===== src/rtl/shooter_pwm_pkg.sv =====
`default_nettype none
// +----------------------------------------------------------------------+
// | shooter_pwm_pkg : shared constants and types for the PWM decoder     |
// | Revision: 1.0                                                        |
// +----------------------------------------------------------------------+
package shooter_pwm_pkg;

  localparam int unsigned C_DATA_W          = 32;
  localparam int unsigned C_CNT_W           = $clog2(C_DATA_W);
  localparam int unsigned C_SCALE_DEFAULT   = 5;
  localparam int unsigned C_VEL_MAX_DEFAULT = 20000;
  localparam int unsigned C_TIMEOUT_DEFAULT = 200000;

  typedef enum logic [1:0] {
    ST_IDLE = 2'd0,
    ST_HIGH = 2'd1,
    ST_LOW  = 2'd2
  } meas_state_t;

  function automatic logic [C_DATA_W-1:0] clamp_u(
    input logic [C_DATA_W-1:0] i_val,
    input logic [C_DATA_W-1:0] i_lim
  );
    return (i_val > i_lim) ? i_lim : i_val;
  endfunction

endpackage
`default_nettype wire


===== src/rtl/seq_divider.sv =====
`default_nettype none
// +----------------------------------------------------------------------+
// | seq_divider : 32-bit unsigned restoring divider, one bit per cycle   |
// | Revision: 1.0                                                        |
// +----------------------------------------------------------------------+
module seq_divider
  import shooter_pwm_pkg::*;
(
  input  logic                clock,
  input  logic                reset,
  input  logic                start,
  input  logic [C_DATA_W-1:0] dividend,
  input  logic [C_DATA_W-1:0] divisor,
  output logic                busy,
  output logic                done,
  output logic [C_DATA_W-1:0] quotient
);

  localparam logic [C_CNT_W-1:0] C_LAST_STEP = C_CNT_W'(C_DATA_W - 1);

  logic [C_DATA_W-1:0] r_rem;
  logic [C_DATA_W-1:0] r_quot;
  logic [C_DATA_W-1:0] r_div;
  logic [C_CNT_W-1:0]  r_cnt;
  logic                r_busy;
  logic                r_done;

  logic [C_DATA_W:0]   w_rem_sh;
  logic [C_DATA_W:0]   w_diff;
  logic                w_fits;

  // The dividend shifts out of r_quot while quotient bits shift in behind it.
  assign w_rem_sh = {r_rem, r_quot[C_DATA_W-1]};
  assign w_diff   = w_rem_sh - {1'b0, r_div};
  assign w_fits   = ~w_diff[C_DATA_W];

  always_ff @(posedge clock or posedge reset) begin
    if (reset) begin
      r_rem  <= '0;
      r_quot <= '0;
      r_div  <= '0;
      r_cnt  <= '0;
      r_busy <= 1'b0;
      r_done <= 1'b0;
    end else begin
      r_done <= 1'b0;
      if (r_busy) begin
        r_rem  <= w_fits ? w_diff[C_DATA_W-1:0] : w_rem_sh[C_DATA_W-1:0];
        r_quot <= {r_quot[C_DATA_W-2:0], w_fits};
        r_cnt  <= r_cnt + C_CNT_W'(1);
        if (r_cnt == C_LAST_STEP) begin
          r_busy <= 1'b0;
          r_done <= 1'b1;
        end
      end else if (start) begin
        r_rem  <= '0;
        r_quot <= dividend;
        r_div  <= divisor;
        r_cnt  <= '0;
        r_busy <= 1'b1;
      end
    end
  end

  assign busy     = r_busy;
  assign done     = r_done;
  assign quotient = r_quot;

endmodule
`default_nettype wire


===== src/rtl/shooter_pwm_decoder.sv =====
`default_nettype none
// +----------------------------------------------------------------------+
// | shooter_pwm_decoder : measures PWM high time and period, reports      |
// | velocity = min(high/SCALE, VEL_MAX) with loss-of-signal detection    |
// | Revision: 1.0                                                        |
// +----------------------------------------------------------------------+
module shooter_pwm_decoder
  import shooter_pwm_pkg::*;
#(
  parameter int unsigned SCALE   = C_SCALE_DEFAULT,
  parameter int unsigned VEL_MAX = C_VEL_MAX_DEFAULT,
  parameter int unsigned TIMEOUT = C_TIMEOUT_DEFAULT
) (
  input  logic                clock,
  input  logic                reset,
  input  logic                pwm_in,
  output logic [C_DATA_W-1:0] velocity,
  output logic [C_DATA_W-1:0] period,
  output logic                valid,
  output logic                signal_lost
);

  localparam logic [C_DATA_W-1:0] C_ONE     = C_DATA_W'(1);
  localparam logic [C_DATA_W-1:0] C_SCALE   = C_DATA_W'(SCALE);
  localparam logic [C_DATA_W-1:0] C_VEL_MAX = C_DATA_W'(VEL_MAX);
  localparam logic [C_DATA_W-1:0] C_TIMEOUT = C_DATA_W'(TIMEOUT);

  logic                r_sync1;
  logic                r_sync2;
  logic                r_sync3;
  meas_state_t         r_state;
  logic [C_DATA_W-1:0] r_frame_cnt;
  logic [C_DATA_W-1:0] r_high_cnt;
  logic [C_DATA_W-1:0] r_lat_high;
  logic [C_DATA_W-1:0] r_lat_frame;
  logic                r_div_go;
  logic [C_DATA_W-1:0] r_velocity;
  logic [C_DATA_W-1:0] r_period;
  logic                r_valid;
  logic                r_signal_lost;

  logic                w_rise;
  logic                w_fall;
  logic                w_timeout;
  logic                w_div_busy;
  logic                w_div_done;
  logic                w_div_engaged;
  logic [C_DATA_W-1:0] w_quot;

  assign w_rise        = r_sync2 & ~r_sync3;
  assign w_fall        = ~r_sync2 & r_sync3;
  assign w_timeout     = (r_state != ST_IDLE) && (r_frame_cnt >= C_TIMEOUT);
  // A latched frame waiting for the divider to pick it up counts as busy too.
  assign w_div_engaged = r_div_go | w_div_busy;

  seq_divider u_div (
    .clock    (clock),
    .reset    (reset),
    .start    (r_div_go),
    .dividend (r_lat_high),
    .divisor  (C_SCALE),
    .busy     (w_div_busy),
    .done     (w_div_done),
    .quotient (w_quot)
  );

  always_ff @(posedge clock or posedge reset) begin
    if (reset) begin
      r_sync1       <= 1'b0;
      r_sync2       <= 1'b0;
      r_sync3       <= 1'b0;
      r_state       <= ST_IDLE;
      r_frame_cnt   <= '0;
      r_high_cnt    <= '0;
      r_lat_high    <= '0;
      r_lat_frame   <= '0;
      r_div_go      <= 1'b0;
      r_velocity    <= '0;
      r_period      <= '0;
      r_valid       <= 1'b0;
      r_signal_lost <= 1'b1;
    end else begin
      r_sync1  <= pwm_in;
      r_sync2  <= r_sync1;
      r_sync3  <= r_sync2;
      r_div_go <= 1'b0;
      r_valid  <= 1'b0;

      // Timeout dominates a coincident rise and suppresses any result.
      if (w_timeout) begin
        r_state       <= ST_IDLE;
        r_frame_cnt   <= '0;
        r_high_cnt    <= '0;
        r_velocity    <= '0;
        r_signal_lost <= 1'b1;
      end else begin
        case (r_state)
          ST_IDLE: begin
            if (w_rise) begin
              r_state     <= ST_HIGH;
              r_frame_cnt <= C_ONE;
              r_high_cnt  <= C_ONE;
            end
          end
          ST_HIGH: begin
            r_frame_cnt <= r_frame_cnt + C_ONE;
            if (r_sync2) begin
              r_high_cnt <= r_high_cnt + C_ONE;
            end
            if (w_fall) begin
              r_state <= ST_LOW;
            end
          end
          ST_LOW: begin
            if (w_rise) begin
              r_state     <= ST_HIGH;
              r_frame_cnt <= C_ONE;
              r_high_cnt  <= C_ONE;
              if (!w_div_engaged) begin
                r_lat_high  <= r_high_cnt;
                r_lat_frame <= r_frame_cnt;
                r_div_go    <= 1'b1;
              end
            end else begin
              r_frame_cnt <= r_frame_cnt + C_ONE;
            end
          end
          default: begin
            r_state <= ST_IDLE;
          end
        endcase

        if (w_div_done) begin
          r_velocity    <= clamp_u(w_quot, C_VEL_MAX);
          r_period      <= r_lat_frame;
          r_valid       <= 1'b1;
          r_signal_lost <= 1'b0;
        end
      end
    end
  end

  assign velocity    = r_velocity;
  assign period      = r_period;
  assign valid       = r_valid;
  assign signal_lost = r_signal_lost;

endmodule
`default_nettype wire


===== config.mk =====
export PLATFORM = sky130hd
export DESIGN_NAME = shooter_pwm_decoder
export DESIGN_NICKNAME = d
export VERILOG_FILES = /design/src/rtl/shooter_pwm_pkg.sv /design/src/rtl/seq_divider.sv /design/src/rtl/shooter_pwm_decoder.sv
export SDC_FILE = /design/constraint.sdc
export NUM_CORES = 1
export LEC_CHECK = 0
export BUFFER_PORTS_ARGS = -buffer_cell sky130_fd_sc_hd__clkbuf_2
export CORE_ASPECT_RATIO = 1.75
export CORE_MARGIN = 10
export CORE_UTILIZATION = 62
export DETAILED_ROUTE_END_ITERATION = 7
export PLACE_DENSITY = 0.9
export SETUP_SLACK_MARGIN = 0.2
export SLEW_MARGIN = 20
export SYNTH_ARGS = -nofsm -noshare
export SYNTH_HDL_FRONTEND = slang
export SYNTH_HIERARCHICAL = 1
export SYNTH_SLANG_ARGS = --single-unit

===== constraint.sdc =====
create_clock -name clock -period 8.4 [get_ports clock]
set_input_delay 0.84 -clock clock [delete_from_list [all_inputs] [get_ports clock]]
set_output_delay 0.84 -clock clock [all_outputs]
set_load 0.05 [all_outputs]

==> flow_metrics.tcl, run 1 <==
set metrics [dict create \
    wl_met1_mm 12.7 \
    routed-wl-met2_mm 19.1 \
    slew_headroom_pct 34.3 \
    start_kind "register" \
    finalMaxSlewViolations 0 \
    drt-vias-per-instance 6.26 \
    period_share_pct 42.5 \
    synthCells 1468 \
    setup_tns_ns 0 \
    fin_crit_ns 3.57 \
    die_height_um 226 \
    drt_iter0_drc 631 \
    setup_viol 0 \
    path_clk_slew_ns 0.06 \
    worstSetupEndpointType "register" \
    drive_gt1_share_pct 16.2 \
    path_buf_inv 3 \
    dieWidth_um 138 \
    clock-skew-final_ns 0.0314 \
    status "completed" \
    ys_ff_latch 303 \
    layout_common_cells "dfrtp_1 (300), o21ai_0 (158), nand2_1 (129)" \
    tritoncts "yes" \
    powerDensity_nw_per_um2 244 \
    grt_first_pass_wirelength_mm 57.8 \
    synth_area_um2 15000 \
    path_common_cell "inv_1" \
    cp.arrival_ns 4.00 \
    crit_fanout 26 \
    highest_layer "met4" \
    layout_setup_ws_ns 4.83 \
    rsz0062_at_grt "false" \
    path_delay_family "compound AO/OA/AOI/OAI gates" \
    port_buffers 68 \
    drtAntennaViolNets 0 \
    pre_cts_ws_ns 4.87 \
    post_cts_buffers 0 \
    io_pins 69 \
    place_inst 1809 \
    coreArea_um2 23900 \
    synth_cell_type_count 71 \
    yosysWarnings 6 \
    grt_use_total_pct 22.3 \
    synth_ff_type "dfrtp_1" \
    fmax_ghz 0.280 \
    vias 11639 \
    hpwl_mm 23.3 \
    cts_root_buf "clkbuf_16" \
    layout_commonest_cell "dfrtp_1" \
    clkSinkCount 303 \
    grt_antenna_before_repair 0 \
    cts_hold_buf 0 \
    syn_avg_cell_area_um2 10.2 \
    firstDrtPassIters 5 \
    drc 0 \
    grt_pass1_vias 11987 \
    wl_per_cell_um 18.6 \
    hold-worst-slack_ns 0.348 \
    numCtsBuffers 28 \
    hold_path.class "register to register" \
    max_cap_violations 0 \
    finalHoldViolCount 0 \
    ir_worst_vdd_v 0.000206 \
    ys_seq_area_share_pct 50.5 \
    h-tree-depth 1 \
    num-fill-cells 1656 \
    p_leak_nw 7.73 \
    cp_slowest_stage_delay_ns 0.44 \
    fin_cells 1859 \
    crit_chain "inv_1 > ha_1 > inv_1 > fa_1 > a211oi_2 > o211ai_1 > a32oi_2 > o22a_4 > o211ai_4 > a21oi_4 > xor2_2 > buf_4 > nand3_1 > o311ai_1" \
    synthArstFlopShare_pct 100 \
    critPathKind "register to register" \
    cts.repair.resized 0 \
    area_growth_pct 10.7 \
    worst_pin_slew_ns 0.985 \
    die_area_um2 31100 \
    cp.required_ns 8.83 \
    grt_max_degree 149 \
    post-route-util_pct 69.5 \
    fp-row-count 75 \
    grt_remaining_overflow 0 \
    wl_mm 34.6 \
    synth_edf_count 0 \
    dr_wl_met3_mm 1.48 \
    start_util_pct 62.8 \
    slowest_stage "fa_1" \
    insertion_delay_ns 0.57 \
    gp_congestion 0.932 \
    clock_path_buffers 3 \
    layout.nets 1576 \
    diodes 0 \
]
## flip-flops by register name (all words and copies together), names as in the netlist, 2 cells and up
name	cells
r_frame_cnt	32
r_lat_high	32
velocity	32
u_div/quotient	32
u_div/r_rem	32
u_div/r_cnt	5
r_lat_frame	32
period	32
r_high_cnt	32
u_div/r_div	32
r_state	2
## per-stage QoR
step | power (mW) | area [um^2]
3_5_place_dp | 2.74 | 15700
5_1_grt | 4.27 | 16600
4_1_cts | 4.07 | 16600
6_report | 4.06 | 16600
2_1_floorplan | 2.49 | 15100
3_3_place_gp | 2.68 | 15700
## final timing paths
path / endpoint / startpoint / depth (start not counted) / slack [ns]
worst max register to register: u_div/r_rem[11] / u_div/quotient[31] / 14 / 4.83
min in group asynchronous: u_div/quotient[2] / reset / 2 / 0.38
worst min-delay path: r_sync2 / r_sync1 / 0 / 0.35
worst max-delay path: u_div/r_rem[11] / u_div/quotient[31] / 14 / 4.83
max in group asynchronous: period[8] / reset / 3 / 6.56
worst min register to register: r_sync2 / r_sync1 / 0 / 0.35
## cells by family (layout without fill, tap and decap cells)
family                   Yosys count  in the layout  synth area share (%)
other                              2             32                0.0500
flip-flops                       303            303                  50.5
AND/OR/NAND/NOR                  419            419                  14.1
buffers and inverters            161            214                  4.30
XOR/XNOR                          44             44                  2.74
multiplexers                     131            131                  9.53
adder cells (fa/ha/maj)           42             42                  3.55
AO/OA/AOI/OAI                    366            366                  15.3
## Yosys cell counts (all sizes together), types with 25 or more instances
library cell / count / share of area, %
nor2: 51 / 1.3
nand2: 129 / 3.2
a21oi: 55 / 1.9
ha: 41 / 3.4
mux2: 97 / 7.3
nand4: 25 / 1.0
clkbuf: 56 / 1.4
nand3: 80 / 2.7
o21ai: 168 / 5.6
and2: 30 / 1.2
buf: 25 / 0.90
mux2i: 34 / 2.3
nor3: 25 / 0.87
dfrtp: 302 / 50
inv: 80 / 2.0
xnor2: 25 / 1.6
## cell type report
cell class,count,area [um^2],area share (%)
repair buffers,84,460,2.77
flip-flops and latches,303,7590,45.6
clock buffers,42,833,5.01
clock inverters,8,130,0.782
inverters,80,310,1.86
well taps,308,385,2.32
multi-input cells,1034,6930,41.7
## worst register-to-register path: stages, from the launching register on
cell and delay [ns]:
dfrtp_1 0.40, inv_1 0.07, ha_1 0.16, inv_1 0.07, fa_1 0.44, a211oi_2 0.26
o211ai_1 0.13, a32oi_2 0.29, o22a_4 0.23, o211ai_4 0.12, a21oi_4 0.27, xor2_2 0.33
buf_4 0.40, nand3_1 0.15, o311ai_1 0.13
## report_power, final
group	internal [mW]	switching, mW
combinational	0.339	0.666
sequential	1.59	0.136
clock	0.776	0.549
total	2.71	1.35
## per-layer routing
layer,track usage (%),vias to the layer above
met5,0,-
met4,10.8,0
met3,2.74,122
met2,40.8,402
met1,24.7,5759
li1,-,5356
Power figures use the tool's default switching activity.
==> run 2: changes to the inputs <==
--- a/config.mk
+++ b/config.mk
@@ -8,9 +8,9 @@
 export BUFFER_PORTS_ARGS = -buffer_cell sky130_fd_sc_hd__clkbuf_2
 export CORE_ASPECT_RATIO = 1.75
 export CORE_MARGIN = 10
-export CORE_UTILIZATION = 62
+export CORE_UTILIZATION = 56
 export DETAILED_ROUTE_END_ITERATION = 7
-export PLACE_DENSITY = 0.9
+export PLACE_DENSITY = 0.87
 export SETUP_SLACK_MARGIN = 0.2
 export SLEW_MARGIN = 20
 export SYNTH_ARGS = -nofsm -noshare
==> constraint.sdc (replaced) <==
create_clock -name clock -period 2.9 [get_ports clock]
set_input_delay 0.29 -clock clock [delete_from_list [all_inputs] [get_ports clock]]
set_output_delay 0.29 -clock clock [all_outputs]
set_load 0.05 [all_outputs]
==> flow_metrics.tcl, run 2 (same netlist as run 1, synthesis figures left out) <==
set metrics [dict create \
    status "finished with violations" \
    violations "setup timing" \
    grt_antenna_before_repair 0 \
    use_met3_pct 2.63 \
    cp.arrival_ns 3.53 \
    layout_setup_ws_ns -0.141 \
    num-fill-cells 2015 \
    grt_pass1_vias 11991 \
    multi_input_area_um2 6990 \
    r2r_cells 14 \
    hold_path.class "primary input to async pin" \
    worst_pin_slew_ns 0.924 \
    die_height_um 237 \
    layout_common_cells "dfrtp_1 (300), o21ai_0 (158), nand2_1 (128)" \
    start_util_pct 56.7 \
    h-tree-depth 1 \
    grt_use_total_pct 20.8 \
    firstDrtPassIters 5 \
    layout.nets 1609 \
    power.switching_mw 3.96 \
    pwr-share-seq_pct 42.1 \
    critPathKind "register to register" \
    reg2reg_from "u_div/quotient[31]" \
    top_usage_layer "met2" \
    layout_commonest_cell "dfrtp_1" \
    gp_congestion 0.896 \
    rsz0062_at_grt "true" \
    clkSinkCount 303 \
    port_buffers 68 \
    crit_chain "inv_1 > ha_2 > inv_2 > fa_2 > a211oi_2 > o211ai_1 > a32oi_2 > o22a_4 > o211ai_4 > a21oi_4 > buf_12 > xnor2_4 > nand2_1 > o21ai_1" \
    slowest_stage "dfrtp_1" \
    wl_per_cell_um 18.2 \
    wl_mm 34.8 \
    powerDensity_nw_per_um2 682 \
    crit_fanout 6 \
    setup_tns_ns -3.10 \
    ir_worst_vdd_v 0.000449 \
    cp.required_ns 3.39 \
    grt_first_pass_wirelength_mm 59.1 \
    fin_crit_ns 3.04 \
    finalHoldViolCount 0 \
    finalMaxSlewViolations 0 \
    tritoncts "yes" \
    fin_cells 1908 \
    share_comb_of_total_power_pct 26.9 \
    placed_area_um2 16100 \
    swShare_pct 34.1 \
    cp_slowest_stage_delay_ns 0.38 \
    diodes 0 \
    clock_path_buffers 3 \
    fp-row-count 79 \
    path_clk_slew_ns 0.07 \
    max_cap_violations 0 \
    start_kind "register" \
    drt_iter0_drc 751 \
    met1_usage_pct 23.1 \
    worstSetupStartpoint "u_div/quotient[31]" \
    r2r_slack_ns -0.14 \
    clock-skew-final_ns 0.0190 \
    crit_path_end "u_div/r_rem[27]" \
    vias 11583 \
    drc 0 \
    reg2reg_to "u_div/r_rem[27]" \
    die_area_um2 34000 \
    pre_cts_ws_ns -0.199 \
    drive_gt1_share_pct 18.6 \
    grt_util_met2_pct 37.7 \
    hpwl_mm 23.7 \
    fmax_ghz 0.329 \
    numCtsBuffers 28 \
    setup_viol 33 \
    drtAntennaViolNets 0 \
    io_pins 69 \
    drt-vias-per-instance 6.07 \
    pwr-share-clk_pct 31.0 \
    grt_max_degree 167 \
    place_inst 1852 \
    p_int_mw 7.66 \
    period_share_pct 105 \
    cts_root_buf "clkbuf_16" \
    regArea_um2 7590 \
    area_growth_pct 13.4 \
    grt_remaining_overflow 0 \
    worstSetupEndpointType "register" \
    slew_headroom_pct 38.3 \
    hold-worst-slack_ns 0.353 \
    coreArea_um2 26500 \
    stdcell_area_um2 17000 \
    dieWidth_um 144 \
    p_leak_nw 7.89 \
    insertion_delay_ns 0.58 \
]
==> run 2: cell count changes in the layout (fill, tap and decap cells not counted), moves of 2 or more <==
cell	delta
clkinvlp_4	+4
clkinv_2	+2
clkbuf_1	+2
nand3_1	-8
nand3_2	+8
clkbuf_8	-5
buf_4	+19
buf_12	+11
bufinv_16	-2
dlygate4sd3_1	+2
==> run 2: how the worst min path moves through the flow <==
stage	from	end	slack, ns
2_1_floorplan	pwm_in	r_sync1	0.32
3_3_place_gp	r_sync1	r_sync2	0.36
3_5_place_dp	r_sync1	r_sync2	0.36
4_1_cts	reset	u_div/quotient[3]	0.35
5_1_grt	r_sync1	r_sync2	0.38
6_report	reset	u_div/quotient[3]	0.35
==> run 2: layout make-up <==
type,instances,area share (%)
flip-flops and latches,303,44.5
clock buffers,39,4.53
repair buffers,117,5.02
clock inverters,11,0.690
well taps,324,2.38
multi-input cells,1034,41.0
inverters,80,1.81
==> run 2: per-layer routing <==
layer  part of all wire (%)  routed length, um
met1                     37              13000
met2                     54              18800
met3                    4.2               1450
met4                    4.3               1500
met5                      0                  0
==> run 2: repair_timing <==
action                                  in CTS  in global routing
setup buffers                                1                  3
gates resized for setup                      0                  5
hold endpoints to repair                    54                  0
hold buffers                                 2                  0
pin swaps                                    1                  1
endpoints found under the setup margin      33                 46
==> run 2: power groups by stage <==
stage	Sequential [mW]	Combinational (mW)	Clock, mW
after floorplan	4.87	2.37	0
after global placement	4.94	2.93	0
after detailed placement	4.97	3.05	0
after CTS	4.89	3.09	3.66
after global routing	4.94	3.51	3.84
final	4.89	3.12	3.60
==> run 2: worst max-delay path: cells and delay by family (launching register included) <==
family / cells / cell delay, ns
DFF: 1 / 0.38
and+or+nand+nor: 1 / 0.24
AOI/OAI and AO/OA: 7 / 1.39
xor gates and xnor gates: 1 / 0.14
buffers and inverters: 3 / 0.24
adders and majority gates: 2 / 0.55
==> run 2: stage by stage <==
step                utilization (%)  power (mW)
global placement               60.7        7.87
detailed placement             60.7        8.01
CTS                            64.1        11.6
floorplan                         -        7.24
global route                   64.3        12.3
finish                         64.3        11.6
